[src/rtl/difi_ctrlport_regs_pkg.sv]
// Shared register map for the DIFI CtrlPort register bank: byte offsets,
// compatibility word, bit positions and the packet-size sanitiser.
package difi_ctrlport_regs_pkg;

  localparam logic [7:0] REG_COMPAT    = 8'h00;
  localparam logic [7:0] REG_CTRL      = 8'h04;
  localparam logic [7:0] REG_STREAM_ID = 8'h08;
  localparam logic [7:0] REG_OUI       = 8'h0C;
  localparam logic [7:0] REG_CLASS     = 8'h10;
  localparam logic [7:0] REG_PKT_SIZE  = 8'h14;
  localparam logic [7:0] REG_PKT_COUNT = 8'h18;
  localparam logic [7:0] REG_ERR_COUNT = 8'h1C;
  localparam logic [7:0] REG_STATUS    = 8'h20;

  localparam logic [31:0] COMPAT_VALUE = 32'h0001_0000;

  localparam int CTRL_ENABLE_BIT   = 0;
  localparam int CTRL_CLEAR_BIT    = 1;
  localparam int STATUS_STICKY_BIT = 0;
  localparam int STATUS_ENABLE_BIT = 1;

  // A packet of zero samples is meaningless to the framer, so 0 becomes 1.
  function automatic logic [15:0] sanitize_pkt_size(input logic [15:0] value);
    logic [15:0] result;
    if (value == 16'd0) begin
      result = 16'd1;
    end else begin
      result = value;
    end
    return result;
  endfunction

endpackage

[src/rtl/difi_sat_counter.sv]
// 32-bit saturating event counter; clear has priority over increment.
module difi_sat_counter (
  input  logic        clk,
  input  logic        rst,
  input  logic        inc,
  input  logic        clr,
  output logic [31:0] cnt
);

  logic [31:0] cnt_d;
  logic [31:0] cnt_q;

  // Next count: clear first, otherwise step unless already at full scale.
  always_comb begin
    cnt_d = cnt_q;
    if (clr) begin
      cnt_d = 32'd0;
    end else if (inc && (cnt_q != 32'hFFFF_FFFF)) begin
      cnt_d = cnt_q + 32'd1;
    end else begin
      cnt_d = cnt_q;
    end
  end

  // Count register with synchronous reset.
  always_ff @(posedge clk) begin
    if (rst) begin
      cnt_q <= 32'd0;
    end else begin
      cnt_q <= cnt_d;
    end
  end

  assign cnt = cnt_q;

endmodule

[src/rtl/difi_ctrlport_regs.sv]
// CtrlPort slave register bank holding DIFI framing configuration and
// exposing packet/error counters and a sticky error flag.
module difi_ctrlport_regs
  import difi_ctrlport_regs_pkg::*;
#(
  parameter logic [19:0] BASE_ADDR    = 20'h0,
  parameter int          WIN_AW       = 6,
  parameter logic [15:0] DEF_PKT_SIZE = 16'd364
) (
  input  logic        ctrlport_clk,
  input  logic        ctrlport_rst,
  input  logic        s_ctrlport_req_wr,
  input  logic        s_ctrlport_req_rd,
  input  logic [19:0] s_ctrlport_req_addr,
  input  logic [31:0] s_ctrlport_req_data,
  output logic        s_ctrlport_resp_ack,
  output logic [31:0] s_ctrlport_resp_data,
  output logic        cfg_enable,
  output logic [31:0] cfg_stream_id,
  output logic [23:0] cfg_oui,
  output logic [15:0] cfg_info_class,
  output logic [15:0] cfg_pkt_class,
  output logic [15:0] cfg_pkt_size,
  output logic        clear_pulse,
  input  logic        pkt_done_stb,
  input  logic        err_stb
);

  localparam logic [20:0] WIN_SIZE = 21'd1 << WIN_AW;

  logic [20:0] win_off_s;
  logic        in_win_s;
  logic [7:0]  reg_off_s;
  logic        wr_s;
  logic        clear_s;
  logic        w1c_s;
  logic [31:0] rdata_s;
  logic [31:0] pkt_cnt_s;
  logic [31:0] err_cnt_s;

  logic        ack_d,        ack_q;
  logic [31:0] resp_data_d,  resp_data_q;
  logic        enable_d,     enable_q;
  logic [31:0] stream_id_d,  stream_id_q;
  logic [23:0] oui_d,        oui_q;
  logic [15:0] info_class_d, info_class_q;
  logic [15:0] pkt_class_d,  pkt_class_q;
  logic [15:0] pkt_size_d,   pkt_size_q;
  logic        clear_pulse_d, clear_pulse_q;
  logic        err_sticky_d, err_sticky_q;

  // Window hit detection; address bits [1:0] are dropped from the offset.
  always_comb begin
    win_off_s = {1'b0, s_ctrlport_req_addr} - {1'b0, BASE_ADDR};
    in_win_s  = ({1'b0, s_ctrlport_req_addr} >= {1'b0, BASE_ADDR}) &&
                (win_off_s < WIN_SIZE);
    reg_off_s = {win_off_s[7:2], 2'b00};
    wr_s      = s_ctrlport_req_wr & in_win_s;
  end

  // Read mux over the pre-update register contents.
  always_comb begin
    rdata_s = 32'd0;
    case (reg_off_s)
      REG_COMPAT:    rdata_s = COMPAT_VALUE;
      REG_CTRL:      rdata_s = {31'd0, enable_q};
      REG_STREAM_ID: rdata_s = stream_id_q;
      REG_OUI:       rdata_s = {8'd0, oui_q};
      REG_CLASS:     rdata_s = {pkt_class_q, info_class_q};
      REG_PKT_SIZE:  rdata_s = {16'd0, pkt_size_q};
      REG_PKT_COUNT: rdata_s = pkt_cnt_s;
      REG_ERR_COUNT: rdata_s = err_cnt_s;
      REG_STATUS:    rdata_s = {30'd0, enable_q, err_sticky_q};
      default:       rdata_s = 32'd0;
    endcase
  end

  // Write decode, response generation and sticky-flag update.
  always_comb begin
    enable_d     = enable_q;
    stream_id_d  = stream_id_q;
    oui_d        = oui_q;
    info_class_d = info_class_q;
    pkt_class_d  = pkt_class_q;
    pkt_size_d   = pkt_size_q;
    clear_s      = 1'b0;
    w1c_s        = 1'b0;
    if (wr_s) begin
      case (reg_off_s)
        REG_CTRL: begin
          enable_d = s_ctrlport_req_data[CTRL_ENABLE_BIT];
          clear_s  = s_ctrlport_req_data[CTRL_CLEAR_BIT];
        end
        REG_STREAM_ID: stream_id_d = s_ctrlport_req_data;
        REG_OUI:       oui_d = s_ctrlport_req_data[23:0];
        REG_CLASS: begin
          info_class_d = s_ctrlport_req_data[15:0];
          pkt_class_d  = s_ctrlport_req_data[31:16];
        end
        REG_PKT_SIZE:  pkt_size_d = sanitize_pkt_size(s_ctrlport_req_data[15:0]);
        REG_STATUS:    w1c_s = s_ctrlport_req_data[STATUS_STICKY_BIT];
        default: begin
          clear_s = 1'b0;
        end
      endcase
    end else begin
      clear_s = 1'b0;
    end

    clear_pulse_d = clear_s;

    // A new error outranks a software clear-by-write arriving alongside it.
    if (clear_s) begin
      err_sticky_d = 1'b0;
    end else if (err_stb) begin
      err_sticky_d = 1'b1;
    end else if (w1c_s) begin
      err_sticky_d = 1'b0;
    end else begin
      err_sticky_d = err_sticky_q;
    end

    ack_d = (s_ctrlport_req_wr | s_ctrlport_req_rd) & in_win_s;
    if (ack_d) begin
      resp_data_d = rdata_s;
    end else begin
      resp_data_d = 32'd0;
    end
  end

  // State registers with synchronous active-high reset.
  always_ff @(posedge ctrlport_clk) begin
    if (ctrlport_rst) begin
      ack_q         <= 1'b0;
      resp_data_q   <= 32'd0;
      enable_q      <= 1'b0;
      stream_id_q   <= 32'd0;
      oui_q         <= 24'd0;
      info_class_q  <= 16'd0;
      pkt_class_q   <= 16'd0;
      pkt_size_q    <= sanitize_pkt_size(DEF_PKT_SIZE);
      clear_pulse_q <= 1'b0;
      err_sticky_q  <= 1'b0;
    end else begin
      ack_q         <= ack_d;
      resp_data_q   <= resp_data_d;
      enable_q      <= enable_d;
      stream_id_q   <= stream_id_d;
      oui_q         <= oui_d;
      info_class_q  <= info_class_d;
      pkt_class_q   <= pkt_class_d;
      pkt_size_q    <= pkt_size_d;
      clear_pulse_q <= clear_pulse_d;
      err_sticky_q  <= err_sticky_d;
    end
  end

  difi_sat_counter u_pkt_cnt (
    .clk (ctrlport_clk),
    .rst (ctrlport_rst),
    .inc (pkt_done_stb),
    .clr (clear_s),
    .cnt (pkt_cnt_s)
  );

  difi_sat_counter u_err_cnt (
    .clk (ctrlport_clk),
    .rst (ctrlport_rst),
    .inc (err_stb),
    .clr (clear_s),
    .cnt (err_cnt_s)
  );

  assign s_ctrlport_resp_ack  = ack_q;
  assign s_ctrlport_resp_data = resp_data_q;
  assign cfg_enable           = enable_q;
  assign cfg_stream_id        = stream_id_q;
  assign cfg_oui              = oui_q;
  assign cfg_info_class       = info_class_q;
  assign cfg_pkt_class        = pkt_class_q;
  assign cfg_pkt_size         = pkt_size_q;
  assign clear_pulse          = clear_pulse_q;

endmodule

[config.mk]
export PLATFORM = sky130hd
export DESIGN_NAME = difi_ctrlport_regs
export DESIGN_NICKNAME = d
export VERILOG_FILES = /design/src/rtl/difi_ctrlport_regs_pkg.sv /design/src/rtl/difi_sat_counter.sv /design/src/rtl/difi_ctrlport_regs.sv
export SDC_FILE = /design/constraint.sdc
export NUM_CORES = 1
export LEC_CHECK = 0
export CAP_MARGIN = 10
export CORE_MARGIN = 5
export CORE_UTILIZATION = 53
export CTS_BUF_LIST = sky130_fd_sc_hd__clkbuf_8
export DETAILED_ROUTE_END_ITERATION = 7
export PLACE_DENSITY_LB_ADDON = 0.3
export SYNTH_ARGS = -nofsm -noshare
export SYNTH_HDL_FRONTEND = slang
export SYNTH_SLANG_ARGS = --single-unit
[constraint.sdc]
create_clock -name ctrlport_clk -period 2.9 [get_ports ctrlport_clk]
set_input_delay 0.58 -clock ctrlport_clk [delete_from_list [all_inputs] [get_ports ctrlport_clk]]
set_output_delay 0.58 -clock ctrlport_clk [all_outputs]
set_load 0.01 [all_outputs]
==> out/qor.txt, run 1 <==
R2R setup slack: 0.57 ns
Maximum buffer depth of the clock tree: 3
CTS clk-pin slew, worst paths: 0.06 ns
DR WL/cell: 19.5 um
Outcome: finished, final reports clean
Hold depth: 2
Final Hold Fails: 0
Final wirelength: 30,400 um
All-Layer GR Usage: 30.2%
Crit path depth: 7
Critical R2R Launch: u_err_cnt.cnt[0]
Final min period: 2.38 ns
Die Wd: 140 um
Met3 track demand over resource: 7.63%
First-pass GRT wire length: 48,100 um
Clock latency on the worst-skew pair: 0.53 ns
Netlist cell types: 65
Vias in the first global route: 8,914
Final hold slack: 0.463 ns
Antenna-violating nets left: 0
DRC viols: 0
CP Launch Type: primary input
CP Class: primary input to register
Worst EP required: 3.36 ns
Routability Congestion: 0.906
Multi-input gate area: 4530 um^2
Filler cell count: 1,260
CP max stage delay: 0.73 ns
PD cells: 467 nW/um^2
Nature of the critical path endpoint: register
Max-slew violations: 0
Num CTS Buffers: 35
Most used DFF post-synth: dfxtp_1
CP Cell Sequence: clkdlybuf4s50_1, or4_1, nor3_1, buf_4, a21oi_1, o211ai_1, nand2_1
Post-synth ARST share: 0%
Average size of a mapped cell: 8.14 um^2
Initial drt markers: 857
Min-delay src: cfg_oui[15]
Input/output buffers: 194
Crit-path max FO: 11
CTS tree: built
Worst r2r dst: u_err_cnt.cnt[19]
Maximum VDD drop: 0.296 mV
Worst Tran Pin Value: 0.934 ns
DP Wirelength: 21,400 um
Largest net degree at the start of global routing: 70
Vias per cell: 6.05
Sequential area share after synthesis: 45.5%
Cts hold-fix bufs: 0
H-tree Lvls: 2
Initial antenna violation count: 0
Starting density of the core: 54.1%
Worst path slowest cell: a21oi_1
NumNets Final: 1,373
FP Rows: 47
Syn Nets: 1,162
Setup Total Neg Slack: 0 ns
Lkg Pwr: 3.85 nW
Area Growth Syn to Fin: 34.1%
Post-CTS Setup Bufs: 0
Post-synth EDFFs: 0
Antenna Cells: 0
WP buf/inv: 2
RSZ-0062 raised after global routing: false
Overflow after GRT: 0
Max_cap viols: 0
Pre-Repair DR Iteration Count: 5
Core area: 16,600 um^2
Post-Synthesis Cells: 1,102
Root buffer cell: clkbuf_8
GRT met2 Usage: 47.6%
Hold Path Class: register to register
CP arrival: 2.85 ns
Clk_skew: 0.0206 ns
Fraction of layout cells with a size suffix above 1: 9.81%
Post-CTS sizing: 0
Clock sink count: 204
Relative slew slack: 37.8%
Flops & latches, synth: 204
Hold endpoint: cfg_oui[15]
Setup ws final: 0.517 ns
Post-place setup slack: 0.00857 ns
Worst reg-to-reg path cell count: 6
Met1 Resource Use GR: 38.0%
Top delay family on crit path: compound AO/OA/AOI/OAI gates
Post-Syn Area: 8970 um^2
Reg area: 4080 um^2
Yosys warns: 0
Setup Viol. Count Final: 0
Die area: 19,600 um^2
Via count: 9,414
Max Clk Rate: 420 MHz
Most used routing layer: met2
Die height: 140 um
Io pins: 197
Final worst-path cycle share: 82.2%
## where the power goes
part	switching [mW]	total (mW)	internal [mW]	leakage [nW]
Sequential	0.0114	2.82	2.81	1.64
Combinational	0.129	0.239	0.109	1.81
Clock	1.15	2.55	1.41	0.402
## worst min-delay path: stages, from the launching register on
cell and delay, ns:
dfxtp_1 0.31, nand2_1 0.05, a21oi_1 0.05
## layout by cell type, fill, tap and decap left out, drive strengths merged, types with 2 or more instances in the layout
cell and n:
dfxtp 204, nand4 25, o31ai 12, nand2b 4, a21oi 155, a221oi 13
nand3 25, buf 48, nor3 22, a31oi 14, nor2 54, o21ai 37
o31a 3, or4 14, nand4b 2, and4 8, a211oi 3, xor2 6
a22o 11, clkinv 2, clkbuf 46, xnor2 10, and3 6, nor4 15
nand3b 3, a22oi 45, and2 4, ha 2, inv 26, nor3b 2
nand2 254, or3 34, mux2i 15, o211ai 3, clkdlybuf4s50 193
## routing by layer
metal	vias up	part of all wire (%)
li1	4389	-
met1	4411	39
met2	520	46
met3	94	9.7
met4	0	5.7
met5	-	0
## worst max-delay path by stage
| stage | start | endpoint | slack (ns) |
|---|---|---|---|
| 6_report | s_ctrlport_req_addr[6] | u_err_cnt.cnt[4] | 0.52 |
| 4_1_cts | s_ctrlport_req_addr[6] | u_err_cnt.cnt[4] | 0.53 |
| 2_1_floorplan | s_ctrlport_req_addr[5] | u_err_cnt.cnt[6] | 0.64 |
| 5_1_grt | s_ctrlport_req_addr[6] | u_pkt_cnt.cnt[20] | 0.27 |
| 3_3_place_gp | s_ctrlport_req_addr[7] | u_pkt_cnt.cnt[1] | 0.06 |
| 3_5_place_dp | s_ctrlport_req_addr[7] | u_pkt_cnt.cnt[18] | 0.009 |
## state kept, by name, indices dropped and copies added (netlist names)
signal                flops
cfg_stream_id            32
s_ctrlport_resp_data     32
u_err_cnt.cnt            32
u_pkt_cnt.cnt            32
cfg_oui                  24
cfg_info_class           16
cfg_pkt_class            16
cfg_pkt_size             16
cfg_enable                1
clear_pulse               1
err_sticky_q              1
s_ctrlport_resp_ack       1
## cells in the mapped netlist, drive strengths merged (22+ instances only)
cell | count | area (um^2)
a22oi | 45 | 338
dfxtp | 204 | 4080
nand2 | 254 | 953
nand3 | 25 | 125
nand4 | 25 | 163
nor3 | 22 | 130
o21ai | 37 | 193
a21oi | 155 | 798
nor2 | 54 | 205
buf | 23 | 145
clkbuf | 44 | 165
or3 | 34 | 216
## per-stage QoR
stage	util, %	total power, mW	area (um^2)	cells
floorplan	-	2.97	8970	1102
CTS	72.5	5.63	12000	1556
finish	72.5	5.61	12000	1556
global route	72.5	5.78	12000	1556
detailed placement	68.4	3.12	11300	1496
global placement	68.4	3.11	11300	1496
## kinds of logic (layout without fill, tap and decap cells)
kind of cell | Yosys count | in the layout | share of synthesized area [%]
and+or+nand+nor | 477 | 477 | 25.4
AOI/OAI and AO/OA | 307 | 307 | 21.5
DFF | 204 | 204 | 45.5
buffers and inverters | 81 | 315 | 4.05
xor gates and xnor gates | 16 | 16 | 1.56
muxes | 15 | 15 | 1.67
adders and majority gates | 2 | 2 | 0.279
## cell type report
cell class              instances  area share, %
flip-flops and latches        204           34.0
well taps                     220           2.29
multi-input cells             817           37.7
inverters                      14          0.437
clock buffers                  46           5.26
repair buffers                241           19.9
clock inverters                14          0.458
(Power assumes the default switching activity.)
==> inputs of run 2 (changes only) <==
- clock period: 2.9 -> 2.4 ns (I/O delays scaled with it)
==> run 2 against run 1 <==
Net effect:
- sequential share of layout area down 1.5 points
- critical path depth down 2
- via count up 4.5%
- power up 21%
- combinational power up 43%
- largest cell class unchanged
- largest power group unchanged
==> out/qor.txt, run 2 (synthesized netlist as in run 1, its figures left out) <==
Largest net degree at the start of global routing: 50
Hold Path Class: primary input to register
Antenna Cells: 0
Vias per cell: 6.08
Worst Tran Pin Value: 0.712 ns
Crit-path max FO: 8
FP Rows: 47
DRC viols: 0
First-pass GRT wire length: 49,800 um
Die Wd: 140 um
H-tree Lvls: 2
Maximum VDD drop: 0.439 mV
Clock latency on the worst-skew pair: 0.52 ns
Relative slew slack: 52.5%
Setup Viol. Count Final: 0
CP Launch Type: register
Layout Utilization: 75.9%
Max Clk Rate: 449 MHz
PD cells: 540 nW/um^2
Commonest non-fill, non-tap cell in the layout: nand2_1
Clk_skew: 0.0129 ns
All-Layer GR Usage: 31.1%
DR WL/cell: 19.5 um
Vias in the first global route: 9,566
Final Hold Fails: 0
Root buffer cell: clkbuf_8
Pre-Repair DR Iteration Count: 5
Io pins: 197
Input/output buffers: 194
Initial drt markers: 896
Die area: 19,600 um^2
Outcome: finished, final reports clean
Core area: 16,600 um^2
Initial antenna violation count: 0
RSZ-0062 raised after global routing: false
Final hold slack: 0.320 ns
Final worst-path cycle share: 92.8%
Max-slew violations: 0
CTS tree: built
CP Class: register to register
Setup Total Neg Slack: 0 ns
Max_cap viols: 0
Most used routing layer: met2
Worst EP required: 2.85 ns
Num CTS Buffers: 34
Clock sink count: 204
Final wirelength: 31,600 um
NumNets Final: 1,438
Routability Congestion: 0.932
Maximum buffer depth of the clock tree: 3
Final std cell area, no fill: 12,600 um^2
Post-CTS sizing: 0
Met3 track demand over resource: 7.40%
Final min period: 2.23 ns
CP arrival: 2.68 ns
Fraction of layout cells with a size suffix above 1: 14.0%
Via count: 9,837
Most frequent cells in the layout: nand2_1, dfxtp_1, clkdlybuf4s50_1
Nature of the critical path endpoint: register
Lkg Pwr: 4.19 nW
Overflow after GRT: 0
CTS clk-pin slew, worst paths: 0.06 ns
Antenna-violating nets left: 0
Die height: 140 um
GRT met2 Usage: 51.2%
Placed cell areas: 11,900 um^2
Met1 Resource Use GR: 38.0%
Starting density of the core: 54.1%
Area Growth Syn to Fin: 40.3%
DP Wirelength: 22,800 um
[run 2: layer usage]
layer | up-vias | wire length, um
met5 | - | 0
met4 | 0 | 1700
met3 | 99 | 2850
met2 | 531 | 14800
met1 | 4689 | 12300
li1 | 4518 | -
[run 2: final timing paths]
check                        start                 to  slack, ns  depth (start not counted)
setup / recovery  u_pkt_cnt.cnt[9]  u_pkt_cnt.cnt[27]       0.17                          5
hold / removal        ctrlport_rst        clear_pulse       0.32                          2
hold reg to reg        cfg_oui[13]        cfg_oui[13]       0.47                          2
setup reg to reg  u_pkt_cnt.cnt[9]  u_pkt_cnt.cnt[27]       0.17                          5
[run 2: cell type report]
cell class,instances,area [um^2]
well taps,220,275
clock inverters,14,86.3
flip-flops and latches,204,4080
repair buffers,307,2980
clock buffers,42,578
inverters,14,52.6
fillers,1230,4000
multi-input cells,817,4530
[run 2: what timing repair did]
item,4_1_cts,5_1_grt
buffers inserted,0,0
hold buffers,0,0
setup endpoints to repair,0,2
[run 2: power by group]
| part | internal (mW) | total [mW] | switching (mW) |
|---|---|---|---|
| registers | 3.39 | 3.40 | 0.00983 |
| logic | 0.170 | 0.342 | 0.172 |
| clock network | 1.68 | 3.05 | 1.37 |
[run 2: critical path: stages (launching register included)]
cell,delay [ns]
dfxtp_1,0.48
nand4_2,0.23
nor3_1,0.29
nand4_1,0.35
or4_2,0.66
a21oi_2,0.14
[run 2: through the flow]
step / total power [mW] / setup slack [ns] / cells
final: 6.80 / 0.172 / 1618
after CTS: 6.82 / 0.167 / 1618
after floorplan: 3.59 / 0.240 / 1102
after global routing: 7.00 / 0.00348 / 1618
after detailed placement: 3.81 / -0.230 / 1562
after global placement: 3.81 / -0.211 / 1562
